===== src/rtl/uart_led_cmd_rx.sv =====
// UART 8N1 receiver with a two-byte "L<hex>" command parser that drives the
// keyboard-LED update interface of the HID host.
module uart_led_cmd_rx #(
  parameter int unsigned CLK_FREQ = 12000000,
  parameter int unsigned BAUD     = 115200
) (
  input  logic       usbclk,
  input  logic       usbrst_n,
  input  logic       uart_rx,
  output logic [7:0] rx_data,
  output logic       rx_valid,
  output logic       frame_err,
  output logic       cmd_err,
  output logic [3:0] leds,
  output logic       update_leds_stb
);

  localparam int unsigned DIV = (CLK_FREQ + BAUD / 2) / BAUD;
  localparam int unsigned CW  = $clog2(DIV);
  localparam logic [CW-1:0] DivLast  = CW'(DIV - 1);
  localparam logic [CW-1:0] HalfLast = CW'(DIV / 2 - 1);

  localparam logic [2:0] StIdle  = 3'd0;
  localparam logic [2:0] StStart = 3'd1;
  localparam logic [2:0] StData  = 3'd2;
  localparam logic [2:0] StStop  = 3'd3;
  localparam logic [2:0] StBreak = 3'd4;

  localparam logic PCmd = 1'b0;
  localparam logic PArg = 1'b1;

  logic          sync1_q, sync2_q;
  logic [2:0]    rx_st_q, rx_st_d;
  logic [CW-1:0] baud_q, baud_d;
  logic [2:0]    bit_q, bit_d;
  logic [7:0]    shift_q, shift_d;
  logic [7:0]    rx_data_q, rx_data_d;
  logic          rx_valid_q, rx_valid_d;
  logic          frame_err_q, frame_err_d;
  logic          p_st_q, p_st_d;
  logic [3:0]    leds_q, leds_d;
  logic          stb_q, stb_d;
  logic          cmd_err_q, cmd_err_d;
  logic          line;
  logic          is_hex;
  logic [3:0]    hex_val;

  assign line = sync2_q;

  always_ff @(posedge usbclk or negedge usbrst_n) begin
    if (!usbrst_n) begin
      sync1_q     <= 1'b1;
      sync2_q     <= 1'b1;
      rx_st_q     <= StIdle;
      baud_q      <= '0;
      bit_q       <= '0;
      shift_q     <= '0;
      rx_data_q   <= '0;
      rx_valid_q  <= 1'b0;
      frame_err_q <= 1'b0;
      p_st_q      <= PCmd;
      leds_q      <= '0;
      stb_q       <= 1'b0;
      cmd_err_q   <= 1'b0;
    end else begin
      sync1_q     <= uart_rx;
      sync2_q     <= sync1_q;
      rx_st_q     <= rx_st_d;
      baud_q      <= baud_d;
      bit_q       <= bit_d;
      shift_q     <= shift_d;
      rx_data_q   <= rx_data_d;
      rx_valid_q  <= rx_valid_d;
      frame_err_q <= frame_err_d;
      p_st_q      <= p_st_d;
      leds_q      <= leds_d;
      stb_q       <= stb_d;
      cmd_err_q   <= cmd_err_d;
    end
  end

  always_comb begin
    rx_st_d     = rx_st_q;
    baud_d      = baud_q + CW'(1);
    bit_d       = bit_q;
    shift_d     = shift_q;
    rx_data_d   = rx_data_q;
    rx_valid_d  = 1'b0;
    frame_err_d = 1'b0;
    case (rx_st_q)
      StIdle: begin
        baud_d = '0;
        bit_d  = '0;
        if (!line) rx_st_d = StStart;
      end
      StStart: begin
        if (baud_q == HalfLast) begin
          baud_d  = '0;
          rx_st_d = line ? StIdle : StData;
        end
      end
      StData: begin
        if (baud_q == DivLast) begin
          baud_d  = '0;
          shift_d = {line, shift_q[7:1]};
          bit_d   = bit_q + 3'd1;
          if (bit_q == 3'd7) rx_st_d = StStop;
        end
      end
      StStop: begin
        if (baud_q == DivLast) begin
          baud_d = '0;
          if (line) begin
            rx_data_d  = shift_q;
            rx_valid_d = 1'b1;
            rx_st_d    = StIdle;
          end else begin
            frame_err_d = 1'b1;
            rx_st_d     = StBreak;
          end
        end
      end
      StBreak: begin
        // A held-low line must produce only the single frame_err already issued.
        baud_d = '0;
        if (line) rx_st_d = StIdle;
      end
      default: rx_st_d = StIdle;
    endcase
  end

  always_comb begin
    is_hex  = 1'b0;
    hex_val = rx_data_q[3:0];
    if (rx_data_q >= 8'h30 && rx_data_q <= 8'h39) begin
      is_hex = 1'b1;
    end else if ((rx_data_q >= 8'h41 && rx_data_q <= 8'h46) ||
                 (rx_data_q >= 8'h61 && rx_data_q <= 8'h66)) begin
      is_hex  = 1'b1;
      hex_val = rx_data_q[3:0] + 4'd9;
    end
  end

  always_comb begin
    p_st_d    = p_st_q;
    leds_d    = leds_q;
    stb_d     = 1'b0;
    cmd_err_d = 1'b0;
    if (frame_err_q) begin
      p_st_d = PCmd;
    end else if (rx_valid_q) begin
      if (p_st_q == PCmd) begin
        if (rx_data_q == 8'h4C || rx_data_q == 8'h6C) begin
          p_st_d = PArg;
        end else if (rx_data_q != 8'h0D && rx_data_q != 8'h0A && rx_data_q != 8'h20) begin
          cmd_err_d = 1'b1;
        end
      end else begin
        p_st_d = PCmd;
        if (is_hex) begin
          leds_d = hex_val;
          stb_d  = 1'b1;
        end else begin
          cmd_err_d = 1'b1;
        end
      end
    end
  end

  assign rx_data         = rx_data_q;
  assign rx_valid        = rx_valid_q;
  assign frame_err       = frame_err_q;
  assign cmd_err         = cmd_err_q;
  assign leds            = leds_q;
  assign update_leds_stb = stb_q;

endmodule


===== config.mk =====
export PLATFORM = sky130hd
export DESIGN_NAME = uart_led_cmd_rx
export DESIGN_NICKNAME = d
export VERILOG_FILES = /design/src/rtl/uart_led_cmd_rx.sv
export SDC_FILE = /design/constraint.sdc
export NUM_CORES = 1
export LEC_CHECK = 0
export CORE_ASPECT_RATIO = 1.25
export CORE_MARGIN = 2
export CORE_UTILIZATION = 40
export DETAILED_ROUTE_END_ITERATION = 6
export SLEW_MARGIN = 20
export SYNTH_ARGS = -nofsm -noshare
export SYNTH_HDL_FRONTEND = slang
export SYNTH_SLANG_ARGS = --single-unit

===== constraint.sdc =====
create_clock -name usbclk -period 2.1 [get_ports usbclk]
set_input_delay 0.21 -clock usbclk [delete_from_list [all_inputs] [get_ports usbclk]]
set_output_delay 0.21 -clock usbclk [all_outputs]
set_load 0.05 [all_outputs]

==> impl_metrics.ini, run 1 <==
[sta]
timing.final.crit_period_ns = 1.99
hold_violations = 0
rsz0062_at_grt = no
finClkSkew_ns = 0.00930
totalNegativeSetupSlack_ns = 0
worstMarginPinSlew_ns = 0.574
fin_hold_ws_ns = 0.331
relSlewSlack_pct = 61.7
post-route-period-util_pct = 94.6
maxSlewViolCount = 0
achievable-frequency_mhz = 503
setup_violations = 0

[worst_setup_path]
critical_path_arrival_ns = 2.16
launching_element_of_the_worst_setup_path = baud_q[0]
cp-end-kind = flop
crit_fanout = 9
criticalPathCategory = reg -> reg
worstSetupStartpointType = flop
reg2reg_depth = 5
worstPathRequired_ns = 2.28
crit-reg2reg-launch = baud_q[0]

[global_routing]
grt_util_all_layers_pct = 15.3
initial_antenna_violation_count = 0
grt_max_degree = 26
vias_in_the_first_global_route = 1331
wire_length_of_the_first_global_routing_pass_um = 6220
overflow = 0

[detailed_routing]
drt_drc_violations_left = 0
met3RoutedLength_um = 144
detail_route.wirelength_um = 3790
highest_layer = met4
avgRoutedWirePerCell_um = 14.9
postRouteAntennaNets = 0
met2WireLength_um = 1940
route.detailed.vias_per_inst = 5.28
drtIter0Drc = 84
route.layer.met1.wl_um = 1600
detail_route.first_pass.iterations = 4
route.vias.total = 1342

[pwr]
design_power_total_w = 0.00129
peak_ir_drop_on_the_vdd_network_uv = 312
leakagePower_nw = 1.14
power_per_cell_area_mw_per_mm2 = 540

[clock_tree]
clock_insertion_delay_worst_skew_ns = 0.29
cts_buffers = 5
cts_sinks = 40
root_buffer = sky130_fd_sc_hd__clkbuf_8
post-cts-setup-buffers = 0
clock_path_buffers = 2
cts.reportedPaths.clkPinSlew_ns = 0.08
h_tree_lvls = 2
tritoncts_clock_tree = done

[yosys]
ys_seq_elements = 40
syn-mean-instance-area_um2 = 12.3
number_of_enable_flip_flop_cells_after_synthesis = 0
ys_seq_area_share_pct = 50.5
netlist_instances = 162
synthDistinctLibCells = 45
synth-async-reset-ratio_pct = 100
postSynth.topFlopCell = sky130_fd_sc_hd__dfrtp_1
mappedNetlistNets = 172
netlist_area_mm2 = 0.00199
yosysWarnings = 0

[die]
floorplan.core_area_mm2 = 0.00476
floorplan.initialDensity_pct = 41.7
ios = 19
row_count = 28
die_w_um = 67.0
die_height_um = 82.8
die_area_mm2 = 0.00555

[hold_path]
hold_path_depth = 1
hp-class = in -> reg
min_from = uart_rx

[placed_design]
hpwlAfterDp_um = 2810
globalplace.congestion = 0.810
port_buffers = 18
postPlaceCellArea_mm2 = 0.00226

[flow_run]
timing.max_cap.violations = 0

[final_layout]
number_of_nets_in_the_layout = 203
drive_above_1_share_pct = 27.8
postLayoutCellArea_mm2 = 0.00238
antenna_cells = 0
area_growth_pct = 19.8

[status]
outcome = complete, no violations
critical path: stages, from the launching register on:
cell                      delay (ns)
sky130_fd_sc_hd__dfrtp_1        0.38
sky130_fd_sc_hd__ha_1           0.17
sky130_fd_sc_hd__and3b_1        0.32
sky130_fd_sc_hd__nand2_4        0.07
sky130_fd_sc_hd__or4_4          0.60
sky130_fd_sc_hd__mux2_4         0.33
cell usage in the layout (no fill, tap or decap), drive strengths merged, types with 3 or more instances in the layout:
cell	Yosys	layout
nand2	6	6
xnor2	3	3
nand3	6	6
dfrtp	38	38
nor2	17	17
or3	3	3
ha	7	7
a22o	5	5
a31oi	3	3
o21ai	3	3
buf	3	10
clkdlybuf4s50	0	17
inv	13	13
clkbuf	1	7
mux2	21	21
per-stage QoR:
step	utilization (%)	setup slack [ns]	std cells
final	49.9	0.114	254
after global routing	49.9	0.0143	254
after CTS	49.3	0.0212	254
after detailed placement	47.4	0.0431	245
after global placement	47.4	0.104	245
after floorplan	-	0.00998	162
worst paths after layout:
kind                         endpoint  slack, ns
setup reg to reg           rx_data[0]       0.11
hold reg to reg                  line       0.36
max in group asynchronous     sync1_q       1.01
hold / removal                sync1_q       0.33
min in group asynchronous     leds[2]       0.45
setup / recovery           rx_data[0]       0.11
cell usage after synthesis (3+ instances only):
master	number	area (µm²)
sky130_fd_sc_hd__buf_6	3	33.8
sky130_fd_sc_hd__ha_1	7	87.6
sky130_fd_sc_hd__inv_1	13	48.8
sky130_fd_sc_hd__mux2_2	13	146
sky130_fd_sc_hd__a22o_1	3	26.3
sky130_fd_sc_hd__nand2_1	5	18.8
sky130_fd_sc_hd__xnor2_1	3	26.3
sky130_fd_sc_hd__nor2_1	16	60.1
sky130_fd_sc_hd__nand3_1	6	30.0
sky130_fd_sc_hd__mux2_4	8	120
sky130_fd_sc_hd__dfrtp_1	38	951
sky130_fd_sc_hd__a31oi_1	3	18.8
report_power, final:
group,internal (W),total (W),switching (W)
Combinational,0.00000634,0.0000225,0.0000162
Clock,0.000233,0.000489,0.000255
Sequential,0.000773,0.000775,0.00000175
Total,0.00101,0.00129,0.000273
flip-flops by register name, indices dropped and copies added (netlist names), 3 cells and up:
signal	count
baud_q	7
shift_q	8
rx_st_q	3
rx_data	8
bit_q	3
leds	4
final cells by class:
type                            count  area [µm²]
Multi-Input combinational cell    105         916
Inverter                           13        48.8
Clock buffer                        7        76.3
Clock inverter                      1        5.00
Timing Repair Buffer               28         253
Tap cell                           60        75.1
Fill cell                         453        2380
Sequential cell                    40        1010
layer usage:
| layer | track usage, % | up-vias |
|---|---|---|
| met2 | 26.3 | 30 |
| met5 | 0 | - |
| li1 | - | 640 |
| met1 | 16.9 | 664 |
| met3 | 3.91 | 8 |
| met4 | 8.78 | 0 |
repair_timing:
action / 4_1_cts / 5_1_grt
hold buffers: 1 / 0
endpoints found under the setup margin: 0 / 3
hold endpoints to repair: 23 / 0
gates resized for setup: 0 / 3
cell families after synthesis:
logic type                 count (synthesis)  share of synthesized area [%]
AOI/OAI and AO/OA                         24                           9.64
xor gates and xnor gates                   5                           2.21
adders and majority gates                  7                           4.41
buffers and inverters                     17                           4.85
DFF                                       40                           50.5
muxes                                     24                           15.6
and+or+nand+nor                           45                           12.8
Power figures use the tool's default switching activity.
==> run 2, diff against run 1 <==
--- a/config.mk
+++ b/config.mk
@@ -8,6 +8,7 @@
 export CORE_ASPECT_RATIO = 1.25
 export CORE_MARGIN = 2
 export CORE_UTILIZATION = 40
+export CTS_CLUSTER_DIAMETER = 150
 export DETAILED_ROUTE_END_ITERATION = 6
 export SLEW_MARGIN = 20
 export SYNTH_ARGS = -nofsm -noshare
==> results of run 2 <==
The final DEF is identical to that of run 1; final timing and power are the same.
